--- config.mk ---
export PLATFORM = sky130hd
export DESIGN_NAME = ising_run_ctrl_flat
export DESIGN_NICKNAME = d
export VERILOG_FILES = /design/src/rtl/ising_pkg.sv /design/src/rtl/ising_run_ctrl_if.sv /design/src/rtl/ising_run_regs.sv /design/src/rtl/ising_run_ctrl.sv /design/src/flat_wrapper.sv
export SDC_FILE = /design/constraint.sdc
export NUM_CORES = 1
export LEC_CHECK = 0
export CORE_MARGIN = 4
export CORE_UTILIZATION = 60
export DETAILED_ROUTE_END_ITERATION = 10
export GPL_TIMING_DRIVEN = 0
export PLACE_DENSITY_LB_ADDON = 0.12
export SYNTH_ARGS = -nofsm -noshare
export SYNTH_HDL_FRONTEND = slang
export SYNTH_HIERARCHICAL = 1
export SYNTH_SLANG_ARGS = --single-unit
--- constraint.sdc ---
create_clock -name clk -period 4.8 [get_ports clk]
set_input_delay 0.96 -clock clk [delete_from_list [all_inputs] [get_ports clk]]
set_output_delay 0.96 -clock clk [all_outputs]
set_load 0.005 [all_outputs]
--- src/rtl/ising_pkg.sv ---
// Shared definitions for the Ising array run sequencer.
//   - run_state_t : sequencer state encoding
//   - OFF_* / SEL_* : register byte offsets and their word selects (addr[3:2])
//   - CTRL_* : bit positions inside the CTRL register
//   - *_RST : reset values of the HOLD_CYC and RUN_CYC registers
package ising_pkg;

   typedef enum logic [2:0] {
      ST_IDLE   = 3'd0,
      ST_HOLD   = 3'd1,
      ST_SETTLE = 3'd2,
      ST_RUN    = 3'd3,
      ST_SAMPLE = 3'd4,
      ST_DONE   = 3'd5
   } run_state_t;

   localparam logic [3:0] OFF_CTRL   = 4'h0;
   localparam logic [3:0] OFF_HOLD   = 4'h4;
   localparam logic [3:0] OFF_RUN    = 4'h8;
   localparam logic [3:0] OFF_STATUS = 4'hC;

   localparam logic [1:0] SEL_CTRL   = OFF_CTRL[3:2];
   localparam logic [1:0] SEL_HOLD   = OFF_HOLD[3:2];
   localparam logic [1:0] SEL_RUN    = OFF_RUN[3:2];
   localparam logic [1:0] SEL_STATUS = OFF_STATUS[3:2];

   localparam int CTRL_GO    = 0;
   localparam int CTRL_ABORT = 1;

   localparam int HOLD_CYC_RST = 16;
   localparam int RUN_CYC_RST  = 1024;

endpackage

--- src/rtl/ising_run_ctrl_if.sv ---
// Register bus shared by the run sequencer and the array cells.
//   wready  : one-cycle write strobe
//   wr_addr : write byte offset, [3:2] selects the register
//   wdata   : write data
//   rd_addr : read byte offset, [3:2] selects the register
//   rdata   : combinational read data
// master = register decode side (drives writes/read address), slave = this block.
interface ising_run_ctrl_if;
   logic        wready;
   logic [3:0]  wr_addr;
   logic [31:0] wdata;
   logic [3:0]  rd_addr;
   logic [31:0] rdata;

   modport master (output wready, output wr_addr, output wdata, output rd_addr, input rdata);
   modport slave  (input wready, input wr_addr, input wdata, input rd_addr, output rdata);
endinterface

--- src/rtl/ising_run_regs.sv ---
// Register file of the run sequencer: HOLD_CYC / RUN_CYC storage, CTRL decode
// into registered GO/ABORT requests, and combinational read mux.
// Ports:
//   clk, axi_rstn          : clock, async active-low reset
//   bus (slave)            : register write/read bus
//   busy, done, aborted    : status inputs from the sequencer
//   hold_cyc, run_cyc      : programmed lengths
//   go_req, abort_req      : one-cycle requests, registered on the write edge
// Optional feature macro: ISING_RUN_ABORT_EN enables decoding of CTRL.ABORT.
module ising_run_regs
   import ising_pkg::*;
#(
   parameter int CNT_W = 24
) (
   input  logic             clk,
   input  logic             axi_rstn,
   ising_run_ctrl_if.slave  bus,
   input  logic             busy,
   input  logic             done,
   input  logic             aborted,
   output logic [CNT_W-1:0] hold_cyc,
   output logic [CNT_W-1:0] run_cyc,
   output logic             go_req,
   output logic             abort_req
);

   logic wr_ctrl, wr_hold, wr_run;
   logic go_wr, abort_wr;
   logic unused_bits;

   assign wr_ctrl = bus.wready && (bus.wr_addr[3:2] == SEL_CTRL);
   assign wr_hold = bus.wready && (bus.wr_addr[3:2] == SEL_HOLD) && !busy;
   assign wr_run  = bus.wready && (bus.wr_addr[3:2] == SEL_RUN)  && !busy;

`ifdef ISING_RUN_ABORT_EN
   assign abort_wr = wr_ctrl && bus.wdata[CTRL_ABORT];
`else
   assign abort_wr = 1'b0;
`endif

   // ABORT wins when both bits are written together.
   assign go_wr = wr_ctrl && bus.wdata[CTRL_GO] && !busy && !abort_wr;

   assign unused_bits = ^{bus.wr_addr[1:0], bus.rd_addr[1:0], bus.wdata[31:CNT_W]};

   always_ff @(posedge clk or negedge axi_rstn) begin
      if (!axi_rstn) begin
         hold_cyc  <= CNT_W'(HOLD_CYC_RST);
         run_cyc   <= CNT_W'(RUN_CYC_RST);
         go_req    <= 1'b0;
         abort_req <= 1'b0;
      end else begin
         go_req    <= go_wr;
         abort_req <= abort_wr;
         if (wr_hold) hold_cyc <= bus.wdata[CNT_W-1:0];
         if (wr_run)  run_cyc  <= bus.wdata[CNT_W-1:0];
      end
   end

   always_comb begin
      bus.rdata = '0;
      case (bus.rd_addr[3:2])
         SEL_HOLD:   bus.rdata = 32'(hold_cyc);
         SEL_RUN:    bus.rdata = 32'(run_cyc);
         SEL_STATUS: bus.rdata = {29'd0, aborted, done, busy};
         default:    bus.rdata = '0;
      endcase
   end

endmodule

--- src/rtl/ising_run_ctrl.sv ---
// Anneal-run sequencer for the ring-oscillator Ising array. Drives the
// array-wide ising_rstn/start nets and a one-cycle sample pulse at run end.
// Ports:
//   clk, axi_rstn : clock, async active-low reset
//   bus (slave)   : register write/read bus (CTRL, HOLD_CYC, RUN_CYC, STATUS)
//   ising_rstn    : 0 holds all cell latches cleared
//   start         : 1 closes the oscillator loops
//   sample        : one-cycle phase-capture pulse, last cycle of start=1
//   busy, done    : run in progress / run finished
// Optional feature macro: ISING_RUN_ABORT_EN enables CTRL.ABORT.
//
// state  | meaning
// IDLE   | latches cleared, loops open, waiting for GO
// HOLD   | latches cleared for max(HOLD_CYC,1) cycles
// SETTLE | latches released, cells drive programmed spin, SETTLE_CYCLES cycles
// RUN    | oscillators coupled for max(RUN_CYC,1) cycles
// SAMPLE | final coupled cycle, sample pulse issued
// DONE   | run finished, latches hold result, GO restarts at HOLD
module ising_run_ctrl
   import ising_pkg::*;
#(
   parameter int CNT_W         = 24,
   parameter int SETTLE_CYCLES = 4
) (
   input  logic            clk,
   input  logic            axi_rstn,
   ising_run_ctrl_if.slave bus,
   output logic            ising_rstn,
   output logic            start,
   output logic            sample,
   output logic            busy,
   output logic            done
);

   localparam logic [CNT_W-1:0] SETTLE_LOAD = CNT_W'(SETTLE_CYCLES - 1);

   run_state_t       state_q, state_nxt;
   logic [CNT_W-1:0] cnt_q, cnt_nxt;
   logic [CNT_W-1:0] hold_cyc, run_cyc, hold_load, run_load;
   logic             aborted_q, aborted_nxt;
   logic             go_req, abort_req;
   logic             rstn_nxt, start_nxt, sample_nxt, busy_nxt, done_nxt;

   ising_run_regs #(.CNT_W(CNT_W)) u_regs (
      .clk       (clk),
      .axi_rstn  (axi_rstn),
      .bus       (bus),
      .busy      (busy),
      .done      (done),
      .aborted   (aborted_q),
      .hold_cyc  (hold_cyc),
      .run_cyc   (run_cyc),
      .go_req    (go_req),
      .abort_req (abort_req)
   );

   // A programmed length of 0 behaves as 1; the counter holds length-1.
   assign hold_load = (hold_cyc == '0) ? '0 : hold_cyc - CNT_W'(1);
   assign run_load  = (run_cyc  == '0) ? '0 : run_cyc  - CNT_W'(1);

   always_ff @(posedge clk or negedge axi_rstn) begin
      if (!axi_rstn) begin
         state_q    <= ST_IDLE;
         cnt_q      <= '0;
         aborted_q  <= 1'b0;
         ising_rstn <= 1'b0;
         start      <= 1'b0;
         sample     <= 1'b0;
         busy       <= 1'b0;
         done       <= 1'b0;
      end else begin
         state_q    <= state_nxt;
         cnt_q      <= cnt_nxt;
         aborted_q  <= aborted_nxt;
         ising_rstn <= rstn_nxt;
         start      <= start_nxt;
         sample     <= sample_nxt;
         busy       <= busy_nxt;
         done       <= done_nxt;
      end
   end

   always_comb begin
      state_nxt   = state_q;
      cnt_nxt     = cnt_q;
      aborted_nxt = aborted_q;

      case (state_q)
         ST_IDLE, ST_DONE: begin
            if (go_req) begin
               state_nxt   = ST_HOLD;
               cnt_nxt     = hold_load;
               aborted_nxt = 1'b0;
            end
         end
         ST_HOLD: begin
            if (cnt_q == '0) begin
               state_nxt = ST_SETTLE;
               cnt_nxt   = SETTLE_LOAD;
            end else begin
               cnt_nxt = cnt_q - CNT_W'(1);
            end
         end
         ST_SETTLE: begin
            if (cnt_q == '0) begin
               state_nxt = ST_RUN;
               cnt_nxt   = run_load;
            end else begin
               cnt_nxt = cnt_q - CNT_W'(1);
            end
         end
         ST_RUN: begin
            if (cnt_q == '0) begin
               state_nxt = ST_SAMPLE;
            end else begin
               cnt_nxt = cnt_q - CNT_W'(1);
            end
         end
         ST_SAMPLE: state_nxt = ST_DONE;
         default:   state_nxt = ST_IDLE;
      endcase

`ifdef ISING_RUN_ABORT_EN
      // Abort overrides the normal transition, so a pending SAMPLE is never entered.
      if (abort_req && (state_q != ST_IDLE)) begin
         state_nxt   = ST_IDLE;
         cnt_nxt     = '0;
         aborted_nxt = 1'b1;
      end
`endif
   end

`ifndef ISING_RUN_ABORT_EN
   logic unused_abort;
   assign unused_abort = abort_req;
`endif

   // Outputs are registered from the next state so they change with the state.
   always_comb begin
      rstn_nxt   = 1'b0;
      start_nxt  = 1'b0;
      sample_nxt = 1'b0;
      busy_nxt   = 1'b0;
      done_nxt   = 1'b0;
      case (state_nxt)
         ST_HOLD:   busy_nxt = 1'b1;
         ST_SETTLE: begin
            rstn_nxt = 1'b1;
            busy_nxt = 1'b1;
         end
         ST_RUN: begin
            rstn_nxt  = 1'b1;
            start_nxt = 1'b1;
            busy_nxt  = 1'b1;
         end
         ST_SAMPLE: begin
            rstn_nxt   = 1'b1;
            start_nxt  = 1'b1;
            sample_nxt = 1'b1;
            busy_nxt   = 1'b1;
         end
         ST_DONE: begin
            rstn_nxt = 1'b1;
            done_nxt = 1'b1;
         end
         default: ;
      endcase
   end

endmodule

--- src/flat_wrapper.sv ---
// flat-port wrapper written by rule: the top's interface ports become plain ports
module ising_run_ctrl_flat import ising_pkg::*;
#(
   parameter int CNT_W         = 24,
   parameter int SETTLE_CYCLES = 4
)
  (clk, axi_rstn, ising_rstn, start, sample, busy, done, bus_wready, bus_wr_addr, bus_wdata, bus_rd_addr, bus_rdata);
  ising_run_ctrl_if bus_i ();
  input  logic clk;
  input  logic axi_rstn;
  output logic ising_rstn;
  output logic start;
  output logic sample;
  output logic busy;
  output logic done;
  input wire logic [$bits(bus_i.wready)-1:0] bus_wready;
  input wire logic [$bits(bus_i.wr_addr)-1:0] bus_wr_addr;
  input wire logic [$bits(bus_i.wdata)-1:0] bus_wdata;
  input wire logic [$bits(bus_i.rd_addr)-1:0] bus_rd_addr;
  output wire logic [$bits(bus_i.rdata)-1:0] bus_rdata;
  assign bus_i.wready = bus_wready;
  assign bus_i.wr_addr = bus_wr_addr;
  assign bus_i.wdata = bus_wdata;
  assign bus_i.rd_addr = bus_rd_addr;
  assign bus_rdata = bus_i.rdata;
  ising_run_ctrl #(.CNT_W(CNT_W), .SETTLE_CYCLES(SETTLE_CYCLES)) u_core (.clk(clk), .axi_rstn(axi_rstn), .bus(bus_i), .ising_rstn(ising_rstn), .start(start), .sample(sample), .busy(busy), .done(done));
endmodule
==> results of run 1 <==
## stage by stage
stage | TNS, ns | cells | utilization [%] | instance area [um^2] | total power, W
CTS | 0 | 751 | 73.67 | 6550 | 0.003886
detailed placement | 0 | 736 | 71.60 | 6366 | 0.003392
finish | 0 | 751 | 73.67 | 6550 | 0.003933
floorplan | 0 | 568 | - | 5615 | 0.002722
global route | 0 | 751 | 73.67 | 6550 | 0.004167
global placement | -1.619 | 735 | 71.32 | 6341 | 0.003319
## routing by layer
layer  wire (um)  vias to the layer above  global-route usage, %
met3        1289                       38                  5.711
met4         439                        0                  12.63
met5           0                        -                      0
met1        6972                     2445                  40.55
met2        7760                      267                  48.75
li1            -                     2265                      -
## worst reg2reg max path: cells and delay by family, from the launching register on
family | cells | cell delay, ns
AO/OA/AOI/OAI | 2 | 0.37
flip-flops | 1 | 0.47
AND/OR/NAND/NOR | 3 | 2.00
## layout make-up
cell class	instances	area (um^2)	area share, %
Multi-Input combinational cell	446	3298	50.35
Sequential cell	81	2029	30.98
Inverter	12	45.04	0.6877
Buffer	29	242.7	3.706
Clock buffer	9	123.9	1.891
Tap cell	108	135.1	2.063
Timing Repair Buffer	60	615.6	9.398
Clock inverter	6	60.06	0.9169
## path summary, 6_finish.rpt
| check | slack (ns) | from | depth (start not counted) | to |
|---|---|---|---|---|
| max | 0.73 | bus_rd_addr[2] | 5 | bus_rdata[9] |
| min | 0.43 | axi_rstn | 1 | u_core/cnt_q[23] |
| max reg2reg | 1.87 | u_core/cnt_q[16] | 5 | u_core/cnt_q[19] |
| min reg2reg | 0.57 | u_core/cnt_q[20] | 2 | u_core/cnt_q[20] |
| max in group asynchronous | 3.73 | axi_rstn | 2 | u_core/u_regs/run_cyc[10] |
| min in group clk | 0.57 | u_core/cnt_q[20] | 2 | u_core/cnt_q[20] |
## sequential cells by signal (all words and copies together) (netlist names)
register	flops
u_core/start	1
u_core/done	1
u_core/u_regs/run_cyc	24
u_core/u_regs/hold_cyc	24
u_core/u_regs/go_req	1
u_core/busy	1
u_core/state_q	3
u_core/sample	1
u_core/cnt_q	24
u_core/ising_rstn	1
## power by group through the flow
| stage | registers, W | clock network, W | logic, W |
|---|---|---|---|
| after global routing | 0.00158 | 0.000522 | 0.00207 |
| final | 0.00154 | 0.000484 | 0.00191 |
| after global placement | 0.00149 | 0 | 0.00183 |
| after detailed placement | 0.00152 | 0 | 0.00187 |
| after floorplan | 0.00136 | 0 | 0.00137 |
| after CTS | 0.00151 | 0.000492 | 0.00188 |
==> impl_metrics.toml, run 1 <==
[status]
status = "finished, final reports clean"

[clocking]
cts_setup_buffers = 0
clk_latency_ns = 0.35
clk_pin_slew_ns = 0.09
cts_resized = 0
cts_hold_buf = 0
htree_levels = 3
tritoncts.num_buffers = 9
clockBufferDepth = 2
cts_sinks = 81
cts-root-buf = "clkbuf_8"
cts_tree = "done"

[cells_and_area]
nets = 687
most-common-layout-cells = "dfrtp_1 (79), clkdlybuf4s50_1 (58), nor2_1 (57)"
area_growth_pct = 17.19
diodes = 0
drive_above_1_share_pct = 18.66
fillers = 654
final_common_cell = "dfrtp_1"

[power_and_ir_drop]
p_sw_w = 0.001742
p_int_w = 0.002191
swShare_pct = 44.30
power_leakage_nw = 2.617
p_comb_share_pct = 48.6
clkPwrFrac_pct = 12.3
peakVddDrop_mv = 0.3037
powerDensity_nw_per_um2 = 600.5
p_seq_share_pct = 39.1

[worst_setup_path]
critical-path-max-stage-delay_ns = 0.55
critPathKind = "input pin to output pin"
crit_chain = "clkdlybuf4s50_1 > nor2b_1 > clkbuf_1 > a22o_1 > clkdlybuf4s50_1"
worst_setup_path_start_kind = "input pin"
crit_buf_inv = 3
cp_top_family = "buffers and inverters"
worst_path_most_repeated_cell = "clkdlybuf4s50_1"
worstPathArrival_ns = 3.11
path_max_fanout = 10
required_ns = 3.84
cp-end-kind = "output pin"
slowest_stage = "clkdlybuf4s50_1"

[detailed_routing]
drc = 0
routedWlPerCell_um = 21.92
drt_iter0_markers = 332
num_vias = 5015
wl_um = 16460
ant_nets = 0
firstDrtPassIters = 5
vias_per_cell = 6.678

[timing]
worst_slack_ns = 0.7291
tightestPinTransition_ns = 1.196
finClkSkew_ns = 0.009955
drv_slew = 0
setup_violations = 0
hold_viol_final = 0
finalCritPeriodShare_pct = 84.81
fin_crit_ns = 4.071
maxSlewHeadroom_pct = 19.66
fmax_mhz = 245.6
rsz0062_at_grt = "no"
worst_hold_slack_ns = 0.4348

[place]
dp_slack_ns = 0.7936
io_buffers = 59
gp_congestion = 0.9777
dp.final_hpwl_um = 12500

[synthesis]
syn-instance-count = 561
synth_area_um2 = 5589
yosysWarnings = 6
synth.avg_cell_area_um2 = 9.963

[global_routing]
grt_pass1_wl_um = 26550
grtUsageTotal_pct = 30.40
overflow = 0
antenna_found_initial = 0
grt_start_max_net_pins = 74
grt_pass1_vias = 5066

[die]
die-area_um2 = 10920
start_util_pct = 62.86
coreArea_um2 = 8891
row_count = 34
fp.dieH_um = 104.5
die_x_um = 104.5
ioPinCount = 80

[min_path]
min_path_type = "input pin to async pin"

[job]
cap_violations = 0
(Power assumes the default switching activity.)
==> run 2, diff against run 1 <==
--- a/config.mk
+++ b/config.mk
@@ -6,7 +6,7 @@
 export NUM_CORES = 1
 export LEC_CHECK = 0
 export CORE_MARGIN = 4
-export CORE_UTILIZATION = 60
+export CORE_UTILIZATION = 50
 export DETAILED_ROUTE_END_ITERATION = 10
 export GPL_TIMING_DRIVEN = 0
 export PLACE_DENSITY_LB_ADDON = 0.12
==> constraint.sdc (replaced) <==
create_clock -name clk -period 3.5 [get_ports clk]
set_input_delay 0.7 -clock clk [delete_from_list [all_inputs] [get_ports clk]]
set_output_delay 0.7 -clock clk [all_outputs]
set_load 0.005 [all_outputs]
==> run 2 against run 1 <==
Effect of this change: non-clock buffer count unchanged; sequential power increased by 36%; combinational power increased by 36%; critical path depth unchanged; clock power increased by 56%.
==> impl_metrics.toml, run 2 (same netlist as run 1, synthesis figures left out) <==
[status]
status = "finished, final reports clean"

[timing]
finalSetupTns_ns = 0
worst_slack_ns = 0.2066
rsz0062_at_grt = "no"
setup_violations = 0
fin_crit_ns = 3.293
tightestPinTransition_ns = 1.183
finClkSkew_ns = 0.01074
finalCritPeriodShare_pct = 94.10
hold_viol_final = 0
drv_slew = 0
fmax_mhz = 303.6
maxSlewHeadroom_pct = 20.53

[worst_setup_path]
slowest_stage = "clkdlybuf4s50_1"
crit_buf_inv = 3
worstPathArrival_ns = 2.59
cp_top_family = "buffers and inverters"
critPathKind = "input pin to output pin"
r2r_slack_ns = 0.58
crit_chain = "clkdlybuf4s50_1 > nor2b_1 > clkbuf_2 > a22o_1 > clkdlybuf4s50_1"
rr_endpoint = "u_core/cnt_q[3]"
required_ns = 2.80
critical-path-max-stage-delay_ns = 0.55
worst_setup_path_start_kind = "input pin"
worst_path_most_repeated_cell = "clkdlybuf4s50_1"
reg2reg_depth = 8
path_max_fanout = 10
rr_startpoint = "u_core/u_regs/hold_cyc[0]"
cp-end-kind = "output pin"

[cells_and_area]
nets = 687
area_growth_pct = 18.40
most-common-layout-cells = "dfrtp_1 (79), clkdlybuf4s50_1 (58), nor2_1 (57)"
fillers = 952
drive_above_1_share_pct = 18.51
reg_top3 = "u_core/cnt_q: 24 flops, u_core/u_regs/hold_cyc: 24 flops, u_core/u_regs/run_cyc: 24 flops"
diodes = 0
final_common_cell = "dfrtp_1"

[clocking]
clockBufferDepth = 2
htree_levels = 3
tritoncts.num_buffers = 9
cts_setup_buffers = 0
cts_sinks = 81
cts-root-buf = "clkbuf_8"
clk_latency_ns = 0.37
clk_pin_slew_ns = 0.08
cts_hold_buf = 0
cts_tree = "done"

[die]
ioPinCount = 80
coreArea_um2 = 10890
fp.dieH_um = 113.7
die-area_um2 = 12930
die_x_um = 113.7
row_count = 38
start_util_pct = 51.33

[detailed_routing]
routedWlPerCell_um = 20.49
num_vias = 4882
drt_iter0_markers = 368
vias_per_cell = 6.235
firstDrtPassIters = 5
wl_um = 16050
ant_nets = 0
drc = 0

[global_routing]
grtUsageTotal_pct = 25.91
grt_pass1_wl_um = 26190
grt_start_max_net_pins = 59
overflow = 0
grt_pass1_vias = 4917
antenna_found_initial = 0

[place]
dp_slack_ns = 0.04356
dp.final_hpwl_um = 12360
io_buffers = 59
gp_congestion = 0.9393

[min_path]
min_path_type = "input pin to async pin"

[job]
cap_violations = 0

[power_and_ir_drop]
powerDensity_nw_per_um2 = 822.6
power_leakage_nw = 2.636
peakVddDrop_mv = 0.4493
p_total_w = 0.005444
run 2: changes by cell type in the layout (fill, tap and decap cells not counted), sizes merged:
cell,change
clkbuf,+3
clkinvlp,-2
bufinv,+1
clkinv,-2
run 2: what timing repair did:
item                                    CTS  global route
endpoints found under the setup margin    0            10
gates resized for setup                   0             2
endpoints found under the hold margin     0             0
run 2: worst max-delay path by stage:
| stage | startpoint | endpoint | slack [ns] | cells past startpoint |
|---|---|---|---|---|
| final | bus_rd_addr[2] | bus_rdata[13] | 0.21 | 5 |
| after global routing | bus_rd_addr[3] | bus_rdata[10] | 0.09 | 6 |
| after CTS | bus_rd_addr[2] | bus_rdata[13] | 0.02 | 5 |
| after detailed placement | bus_rd_addr[2] | bus_rdata[13] | 0.04 | 5 |
| after global placement | axi_rstn | u_core/u_regs/hold_cyc[15] | -1.21 | 1 |
| after floorplan | u_core/cnt_q[0] | u_core/cnt_q[23] | 1.21 | 8 |
run 2: final cells by class:
class                   count  area (um^2)  share of cell area (%)
multi-input cells         446         3298                   49.84
flip-flops and latches     81         2029                   30.67
repair buffers             60        615.6                   9.302
plain buffers              29        244.0                   3.687
well taps                 140        175.2                   2.647
clock buffers              12        145.1                   2.193
clock inverters             3        65.06                  0.9832
inverters                  12        45.04                  0.6807
run 2: power by group:
group          switching (W)  leakage (nW)  internal (W)  total (W)
logic                0.00129          1.54       0.00131    0.00260
registers           0.000719         0.993       0.00137    0.00209
clock network       0.000339         0.106      0.000417   0.000756
run 2: routing by layer:
layer / vias to the layer above / part of all wire, % / track usage [%]
met5: - / 0 / 0
met4: 0 / 2.7 / 10.50
met3: 33 / 7.6 / 3.607
met2: 231 / 46 / 41.19
met1: 2357 / 44 / 35.71
li1: 2261 / - / -
run 2: through the flow:
step | cells | area, um^2 | utilization, % | hold WS, ns
after floorplan | 568 | 5615 | - | 0.4044
after global placement | 767 | 6381 | 58.61 | 0.5445
after detailed placement | 768 | 6406 | 58.84 | 0.5698
after CTS | 783 | 6616 | 60.77 | 0.2249
after global routing | 783 | 6618 | 60.78 | 0.2449
final | 783 | 6618 | 60.78 | 0.2271
==> run 3, diff against run 2 <==
--- a/config.mk
+++ b/config.mk
@@ -6,7 +6,7 @@
 export NUM_CORES = 1
 export LEC_CHECK = 0
 export CORE_MARGIN = 4
-export CORE_UTILIZATION = 50
+export CORE_UTILIZATION = 38
 export DETAILED_ROUTE_END_ITERATION = 10
 export GPL_TIMING_DRIVEN = 0
 export PLACE_DENSITY_LB_ADDON = 0.12
==> run 3 against run 2 <==
Effect of this change: combinational power about the same; utilization decreased by 14 points; global-route usage decreased by 4.8 points; sequential power about the same; via count decreased by 1.5%; flip-flop and latch count unchanged; critical endpoint is now bus_rdata[7].
==> impl_metrics.toml, run 3 (same netlist as run 1, synthesis figures left out) <==
[detailed_routing]
drt_iter0_markers = 313
wl_met2_um = 7886
ant_nets = 0
maxUsedRoutingLayer = "met4"
vias_per_cell = 5.809
drc = 0
firstDrtPassIters = 6
wl_um = 17090
routedWlPerCell_um = 20.64
num_vias = 4810
wl_met1_um = 7845
wl_met3_um = 961

[timing]
finClkSkew_ns = 0.008290
tightestPinTransition_ns = 1.235
finalCritPeriodShare_pct = 96.36
drv_slew = 0
worst_slack_ns = 0.1275
setup_violations = 0
hold_viol_final = 0
maxSlewHeadroom_pct = 17.03
fmax_mhz = 296.5
finalSetupTns_ns = 0
rsz0062_at_grt = "no"
fin_crit_ns = 3.373

[clocking]
htree_levels = 3
clk_pin_slew_ns = 0.06
cts-root-buf = "clkbuf_16"
cts_sinks = 81
tritoncts.num_buffers = 9
clockBufferDepth = 2
cts_tree = "done"
cts_hold_buf = 0
clk_latency_ns = 0.35

[place]
io_buffers = 59
placed_cells = 812
dp_slack_ns = -0.03407
dp.final_hpwl_um = 13010
postPlaceCellArea_um2 = 6461
gp_congestion = 0.9149

[power_and_ir_drop]
peakVddDrop_mv = 0.3852
powerDensity_nw_per_um2 = 840.6
power_leakage_nw = 2.676
p_total_w = 0.005690

[worst_setup_path]
cp-end-kind = "output pin"
reg2reg_depth = 8
critPathKind = "input pin to output pin"
worstPathArrival_ns = 2.67
worst_setup_path_start_kind = "input pin"
path_max_fanout = 10
rr_startpoint = "u_core/u_regs/hold_cyc[0]"
required_ns = 2.80
r2r_slack_ns = 0.54
rr_endpoint = "u_core/cnt_q[3]"

[die]
fp.dieH_um = 129.3
ioPinCount = 80
coreArea_um2 = 14480
die-area_um2 = 16710
row_count = 44
start_util_pct = 38.60
die_x_um = 129.3

[global_routing]
grt_start_max_net_pins = 69
grt_pass1_vias = 4763
grt_pass1_wl_um = 27130
antenna_found_initial = 0
overflow = 0
grtUsageTotal_pct = 21.08

[cells_and_area]
final_common_cell = "dfrtp_1"
area_growth_pct = 21.11
most-common-layout-cells = "dfrtp_1 (79), clkdlybuf4s50_1 (58), nor2_1 (57)"
fillers = 1377
drive_above_1_share_pct = 18.79
reg_top3 = "u_core/cnt_q: 24 flops, u_core/u_regs/hold_cyc: 24 flops, u_core/u_regs/run_cyc: 24 flops"
nets = 687
fin_area_um2 = 6769
instances_no_fill = 828
diodes = 0

[job]
cap_violations = 0

[min_path]
min_path_type = "input pin to async pin"

[status]
status = "finished, final reports clean"
## run 3: repair_timing
| item | CTS | global route |
|---|---|---|
| endpoints found under the hold margin | 0 | 0 |
| resized for setup | 1 | 0 |
| setup endpoints to repair | 9 | 0 |
| buffers inserted | 0 | 0 |
## run 3: through the flow
| stage | utilization [%] | hold slack [ns] |
|---|---|---|
| finish | 46.75 | 0.2130 |
| global route | 46.75 | 0.2189 |
| global placement | 44.45 | 0.5485 |
| detailed placement | 44.63 | 0.5621 |
| CTS | 46.75 | 0.2104 |
| floorplan | - | 0.4044 |
## run 3: per-layer routing
metal / vias up / GRT usage, %
met4: 0 / 6.856
li1: 2252 / -
met3: 24 / 4.081
met1: 2356 / 29.11
met5: - / 0
met2: 178 / 33.41
## run 3: worst max-delay path: stages
cell and delay, ns:
clkdlybuf4s50_1 0.60, nor2b_1 0.17, buf_2 0.18, buf_2 0.28, a22o_1 0.22, clkdlybuf4s50_1 0.51
## run 3: area by class of cell
cell class,instances,area [um^2],share of cell area [%]
clock buffers,11,242.7,3.586
repair buffers,60,615.6,9.094
inverters,12,45.04,0.6654
well taps,184,230.2,3.401
flip-flops and latches,81,2029,29.98
plain buffers,29,244.0,3.604
multi-input cells,446,3298,48.72
clock inverters,5,63.81,0.9427
## run 3: worst max-delay path by stage
stage / from / endpoint / slack (ns) / cells after the start
after floorplan: u_core/cnt_q[0] / u_core/cnt_q[23] / 1.21 / 8
after global placement: axi_rstn / u_core/u_regs/hold_cyc[14] / -1.33 / 1
after detailed placement: bus_rd_addr[2] / bus_rdata[3] / -0.03 / 5
after CTS: bus_rd_addr[3] / bus_rdata[12] / 0.14 / 6
after global routing: bus_rd_addr[3] / bus_rdata[7] / 0.01 / 6
final: bus_rd_addr[3] / bus_rdata[7] / 0.13 / 6
## run 3: power breakdown
group / switching (W) / internal [W]
sequential: 0.000724 / 0.00137
clock: 0.000411 / 0.000579
combinational: 0.00129 / 0.00131
total: 0.00243 / 0.00326
